`src/rtl/sprite_palette_ram.sv`:
```
// Runtime-loadable sprite colour palette: index -> RGB with one registered cycle,
// transparency-key flag and a frame-timed white hit-flash override.
module sprite_palette_ram #(
    parameter int IDX_W        = 4,
    parameter int CH_W         = 4,
    parameter int TRANSP_IDX   = 0,
    parameter int FLASH_FRAMES = 8
) (
    input  logic              Clk,
    input  logic              Reset,
    input  logic              wr_valid,
    output logic              wr_ready,
    input  logic [IDX_W-1:0]  wr_index,
    input  logic [3*CH_W-1:0] wr_rgb,
    input  logic              rd_valid,
    input  logic [IDX_W-1:0]  rd_index,
    input  logic              frame_tick,
    input  logic              flash_start,
    output logic              out_valid,
    output logic [CH_W-1:0]   red,
    output logic [CH_W-1:0]   green,
    output logic [CH_W-1:0]   blue,
    output logic              transparent,
    output logic              flash_active,
    output logic              init_busy
);

    localparam int DEPTH = 2 ** IDX_W;
    localparam int RGB_W = 3 * CH_W;
    localparam int CNT_W = $clog2(FLASH_FRAMES + 1);

    typedef enum logic [0:0] {
        ST_INIT = 1'b0,
        ST_RUN  = 1'b1
    } state_t;

    state_t             state_r;
    logic [IDX_W-1:0]   init_ptr_r;
    logic [CNT_W-1:0]   flash_cnt_r;
    logic [CNT_W-1:0]   flash_cnt_s;
    logic [RGB_W-1:0]   mem_r [DEPTH];
    logic               wr_fire_s;
    logic               key_hit_s;
    logic [RGB_W-1:0]   lookup_s;
    logic [RGB_W-1:0]   pixel_s;

    assign wr_ready  = (state_r == ST_RUN);
    assign init_busy = (state_r == ST_INIT);
    assign wr_fire_s = wr_valid && wr_ready;

    // Next flash count: a (re)start reloads and swallows any coincident tick.
    always_comb begin
        flash_cnt_s = flash_cnt_r;
        if (flash_start && (state_r == ST_RUN)) begin
            flash_cnt_s = CNT_W'(FLASH_FRAMES);
        end else if (frame_tick && (flash_cnt_r != {CNT_W{1'b0}})) begin
            flash_cnt_s = flash_cnt_r - {{(CNT_W-1){1'b0}}, 1'b1};
        end else begin
            flash_cnt_s = flash_cnt_r;
        end
    end

    // Pixel value presented to the output register, write-first on collision.
    always_comb begin
        key_hit_s = rd_valid && (rd_index == IDX_W'(TRANSP_IDX));
        lookup_s  = {RGB_W{1'b0}};
        if (state_r != ST_RUN) begin
            lookup_s = {RGB_W{1'b0}};
        end else if (wr_fire_s && (wr_index == rd_index)) begin
            lookup_s = wr_rgb;
        end else begin
            lookup_s = mem_r[rd_index];
        end
        if (!rd_valid) begin
            pixel_s = {RGB_W{1'b0}};
        end else if (flash_active && !key_hit_s) begin
            pixel_s = {RGB_W{1'b1}};
        end else begin
            pixel_s = lookup_s;
        end
    end

    // Control state: init sweep pointer, FSM and flash counter.
    always_ff @(posedge Clk) begin
        if (Reset) begin
            state_r      <= ST_INIT;
            init_ptr_r   <= {IDX_W{1'b0}};
            flash_cnt_r  <= {CNT_W{1'b0}};
            flash_active <= 1'b0;
        end else begin
            case (state_r)
                ST_INIT: begin
                    init_ptr_r <= init_ptr_r + {{(IDX_W-1){1'b0}}, 1'b1};
                    if (init_ptr_r == IDX_W'(DEPTH - 1)) begin
                        state_r <= ST_RUN;
                    end
                end
                ST_RUN:  state_r <= ST_RUN;
                default: state_r <= ST_INIT;
            endcase
            flash_cnt_r  <= flash_cnt_s;
            flash_active <= (flash_cnt_s != {CNT_W{1'b0}});
        end
    end

    // Palette storage: cleared entry by entry during INIT, loaded by the write port in RUN.
    always_ff @(posedge Clk) begin
        if (state_r == ST_INIT) begin
            mem_r[init_ptr_r] <= {RGB_W{1'b0}};
        end else if (wr_fire_s) begin
            mem_r[wr_index] <= wr_rgb;
        end
    end

    // Registered lookup outputs.
    always_ff @(posedge Clk) begin
        if (Reset) begin
            out_valid   <= 1'b0;
            transparent <= 1'b0;
            red         <= {CH_W{1'b0}};
            green       <= {CH_W{1'b0}};
            blue        <= {CH_W{1'b0}};
        end else begin
            out_valid   <= rd_valid;
            transparent <= key_hit_s;
            red         <= pixel_s[3*CH_W-1:2*CH_W];
            green       <= pixel_s[2*CH_W-1:CH_W];
            blue        <= pixel_s[CH_W-1:0];
        end
    end

endmodule

```
`config.mk`:
```
export PLATFORM = sky130hd
export DESIGN_NAME = sprite_palette_ram
export DESIGN_NICKNAME = d
export VERILOG_FILES = /design/src/rtl/sprite_palette_ram.sv
export SDC_FILE = /design/constraint.sdc
export NUM_CORES = 1
export LEC_CHECK = 0
export ABC_AREA = 0
export CAP_MARGIN = 40
export CORE_ASPECT_RATIO = 2
export CORE_MARGIN = 4
export CORE_UTILIZATION = 50
export CTS_CLUSTER_SIZE = 28
export DETAILED_ROUTE_END_ITERATION = 8
export PLACE_DENSITY = 0.71
export SKIP_CTS_REPAIR_TIMING = 1
export SLEW_MARGIN = 5
export SYNTH_ARGS = -nofsm -noshare
export SYNTH_HDL_FRONTEND = slang
export SYNTH_SLANG_ARGS = --single-unit
```
`constraint.sdc`:
```
create_clock -name Clk -period 3.12 [get_ports Clk]
set_input_delay 0.624 -clock Clk [delete_from_list [all_inputs] [get_ports Clk]]
set_output_delay 0.624 -clock Clk [all_outputs]
set_load 0.02 [all_outputs]
```
Yosys cells after proc, flatten, opt, wreduce, memory -nomap -nowiden
Memory sizes are Yosys's and may differ from the RTL's.
Index checks and enable logic that the tools add are counted.
{"block": "totals", "output_inout_bits": 17, "ff_bits": 24, "in_bits": 26, "mem_bits_rw": 192, "elab_cells": 42, "memories": 1}
{"block": "op_classes", "bitwise": 2, "n_mux": 14, "addsub": 2, "eq_ne": 2, "n_reduce_logical": 12}
{"memory": "mem_r", "depth": 16, "width": 12, "rd": 1, "rd_clocked_by_memory_dff": 0, "write_ports": 1, "line": "41", "text": "logic [RGB_W-1:0] mem_r [DEPTH];"}
{"op": "$mux 12", "n": 4}
{"op": "$mux 4", "n": 3}
{"op": "$reduce_or 12->1", "n": 1}
{"op": "$reduce_bool 4->1", "n": 2}
{"op": "$logic_and 1x1->1", "n": 6}
{"op": "$mux 1", "n": 6}
{"op": "$add 4x1->4 const B", "n": 1}
{"op": "$eq 4x4->1", "n": 1}
{"op": "$eq 4x4->1 const B", "n": 1}
{"op": "$logic_not 4->1", "n": 1}
{"op": "$sub 4x1->4 const B", "n": 1}
{"op": "$not 1->1", "n": 2}
{"op": "$pmux 1 s2", "n": 1}
{"op": "$reduce_or 2->1", "n": 1}
{"op": "$logic_not 1->1", "n": 1}

Logic depth before layout (Yosys ltp)
{"block": "depth", "depth_word": 6, "mapped_depth": 7, "mapped_depth_nobuf": 6}

Least setup slack after synthesis
No wires, ideal clock.
{"block": "synth_timing", "kind": "input to register", "from": "in wr_valid", "to": "mem mem_r[2][0] in the netlist's numbering, enable pin", "arrival_ns": 1.647, "slack_ns": 1.092, "setup_time_ns": 0.380, "cell_stages": 4, "required_ns": 2.740, "path_buffers": 0, "cell_sequence": "nand2_1 -> nor3b_1 -> a31oi_1 -> nor2_1"}
{"block": "synth_via", "elab_chain_cells": 6, "elab_cells_between_ends": 7, "classes_between": "mux: 5; reduce/logical: 2"}
{"item": "from (decl)", "line": "11", "text": "input logic wr_valid,"}
{"item": "$logic_and 1x1->1 *", "line": "49", "text": "assign wr_fire_s = wr_valid && wr_ready;"}
{"item": "$mux 1 *", "line": "110", "text": "end else if (wr_fire_s) begin"}
{"item": "$mux 1 *", "line": "108", "text": "if (state_r == ST_INIT) begin"}
{"item": "$mux 1 (not written as such) *", "line": "111", "text": "mem_r[wr_index] <= wr_rgb;"}
{"item": "$reduce_or 12->1 (no source line)"}
{"item": "$mux 4 (no source line) or $mux 1 (tied branches)"}
{"item": "to (decl)", "line": "41"}
Mark *: on every way between the ends. The rest lies on a longest branch, timed or not.

Final worst setup path
{"block": "layout_timing", "from": "reg state_r, in the netlist wr_ready", "to": "out init_busy"}
{"block": "layout_via", "elab_chain_cells": 1}
{"item": "from (decl)", "line": "37", "text": "state_t state_r;"}
{"item": "from (signal assigned)", "line": "86", "text": "state_r <= ST_INIT;"}
{"item": "from (signal assigned)", "line": "95", "text": "state_r <= ST_RUN;"}
{"item": "from (signal assigned)", "line": "98", "text": "ST_RUN: state_r <= ST_RUN;"}
{"item": "$not 1->1"}
{"item": "to (decl)", "line": "25", "text": "output logic init_busy"}
No other way between the ends.

==> qor.txt <==
status -> completed
worst hold slack -> 0.534 ns
CTS Buffer Depth -> 3
most common cell after layout, fill and taps aside -> edfxtp_1
Die ar. -> 19500 sq um
GR Overflow Total -> 0
Synth warnings -> 0
Pre-antenna DRT Iters -> 5
I/O Buffers -> 42
core area -> 16800 sq um
Tightest Pin Transition -> 0.604 ns
Slowest Stage Delay on Critical Path -> 0.65 ns
Avg Cell Area, Syn -> 18.0 sq um
vias in the first global route -> 4763
TNS Setup -> 0 ns
final core occ -> 59.0%
Multi-input gate area -> 2160 sq um
fmax -> 423 MHz
Slew HR -> 59.8%
CP endpoint kind -> output port
TritonCTS clock tree -> yes
dpl hpwl -> 12200 um
Ports -> 43
RePlAce Congestion -> 0.914
GRT Util Overall -> 18.5%
TritonCTS buffer count -> 18
worst hold start -> flash_cnt_r[1]
DRC errors left -> 0
crit-path cells -> inv_1, clkdlybuf4s50_1
DP Area -> 9370 sq um
Worst-Skew Late Latency -> 0.48 ns
die extent in x -> 101 um
Avg WL per Cell -> 23.4 um
Netlist cell types -> 45
Final setup viols -> 0
largest net degree at the start of global routing -> 30
commonest cells after routing, fill and taps aside -> 192 x edfxtp_1, 40 x clkdlybuf4s50_1, 34 x mux4_2
Mapped Nets -> 506
cell taking the most area after synthesis -> edfxtp_1
Crit. Startpoint -> wr_ready
row cnt -> 67
FF-to-FF Start -> wr_ready
final critical-path required period -> 2.37 ns
clk sinks -> 216
initial antenna violation count -> 0
Sequential cell area -> 6250 sq um
Crit-path slowest cell -> clkdlybuf4s50_1
DR iter-0 viols -> 344
placed cells -> 727
Antenna diodes -> 0
first-pass GRT wire length -> 27500 um
Crit Path Class -> flop to output port
power per standard cell area -> 605 nW/um^2
Worst EP arrival -> 1.74 ns
unrepaired setup endpoints after global routing -> false
Max Slew Vio Count -> 0
fin nets -> 568
post-synthesis sequential area ratio -> 72.5%
HP Class -> flop to flop
crit share post-route -> 75.8%
Post-Layout Inst Area -> 9940 sq um
Routed WL -> 17800 um
Fillers -> 1216
H-tree Lvls -> 1
post-detailed-route count of antenna-violating nets -> 0
clk slew on worst S/H paths -> 0.07 ns
Worst Clk Skew -> 0.00801 ns
Syn Std Cell Area -> 8620 sq um
Tot Pwr -> 6.02 mW
post-route setup slack -> 0.754 ns
P_leak -> 3.18 nW
Worst EP required -> 2.50 ns
Worst Setup Start Kind -> flop
Placement Setup Slack -> 0.527 ns
#FFs+latches synth -> 216
initial core utilization -> 51.1%
share of the synthesized area in the top cell type -> 66.9%
MaxCap Viol Count -> 0
CTS Root Cell -> clkbuf_16
share of layout cells above drive strength 1 -> 17.8%
P&R area growth vs syn -> 15.3%
CP Max Fanout -> 7
Area contributors post-synth -> edfxtp_1 67%, mux4_2 8.9%, dfxtp_1 5.6%, mux2i_1 3.3%, mux2_2 1.4%
final hold violations -> 0
Mapped Cells -> 478
Worst VDD drop -> 0.416 mV
vias post-DR -> 4540
vias per cell -> 5.98
Final Non-Filler Cells -> 759
Die Y -> 194 um
logic make-up (layout without fill, tap and decap cells):
kind of cell,after synthesis,count (layout),share of synthesized area (%)
AO/OA/AOI/OAI,67,67,5.71
XOR/XNOR,9,9,0.915
adder cells (fa/ha/maj),2,2,0.290
buffers and inverters,36,110,2.42
flip-flops,216,216,72.5
multiplexers,73,73,13.6
AND/OR/NAND/NOR,75,75,4.62
layout make-up:
class / instances / share of cell area [%]
flip-flops and latches: 216 / 62.9
multi-input cells: 226 / 21.8
repair buffers: 70 / 6.77
clock buffers: 26 / 5.15
well taps: 207 / 2.61
clock inverters: 6 / 0.541
inverters: 8 / 0.302
final timing paths:
check                        end  slack, ns  cells past startpoint
setup / recovery       init_busy       0.75                      2
hold / removal    flash_cnt_r[1]       0.53                      2
setup reg to reg        green[2]       0.96                      6
hold reg to reg   flash_cnt_r[1]       0.53                      2
worst max-delay path, delay by kind of cell (launching register included):
family | cells | cell delay, ns
buf+inv | 2 | 0.87
flops | 1 | 0.39
cells in the mapped netlist:
library cell	instances
a211oi_1	13
a311oi_1	1
mux4_2	34
nor4_4	1
inv_1	8
nor2b_1	4
nand3b_1	1
a2111oi_0	1
dfxtp_1	24
nor3b_1	3
mux2_2	11
or4_1	1
and4_1	1
o31a_1	1
a32oi_1	1
nand4_1	1
buf_4	3
buf_6	5
clkbuf_1	12
a211o_1	1
or3_1	1
or4b_1	1
o211ai_1	1
nand2b_1	4
and3_1	12
a21boi_0	2
edfxtp_1	192
and2_1	2
ha_1	2
buf_2	7
o221a_1	11
o22ai_1	12
xnor2_1	5
buf_12	1
xor2_1	4
mux2i_1	28
o21ai_1	11
nand3_1	3
a21oi_1	5
a31oi_1	5
o32ai_1	1
a41oi_1	1
nor2_1	29
nor3_1	4
nand2_1	7
metal layers:
layer | GRT usage (%) | share of wire (%) | vias to the layer above
met4 | 5.75 | 3.0 | 0
li1 | - | - | 2051
met3 | 2.02 | 4.6 | 40
met5 | 0 | 0 | -
met2 | 34.1 | 58 | 114
met1 | 22.2 | 35 | 2335
flip-flops by register name, summed over array words and instances, names as in the netlist:
signal / cells
green: 4
wr_ready: 1
blue: 4
transparent: 1
mem_r: 192
init_ptr_r: 4
flash_cnt_r: 4
out_valid: 1
flash_active: 1
red: 4
power breakdown:
part	internal (mW)	leakage (nW)	total, mW	switching, mW
clock	1.23	0.273	2.19	0.963
sequential	3.21	1.83	3.26	0.0495
combinational	0.261	1.08	0.564	0.303
total	4.70	3.18	6.02	1.32
(Power assumes the default switching activity.)
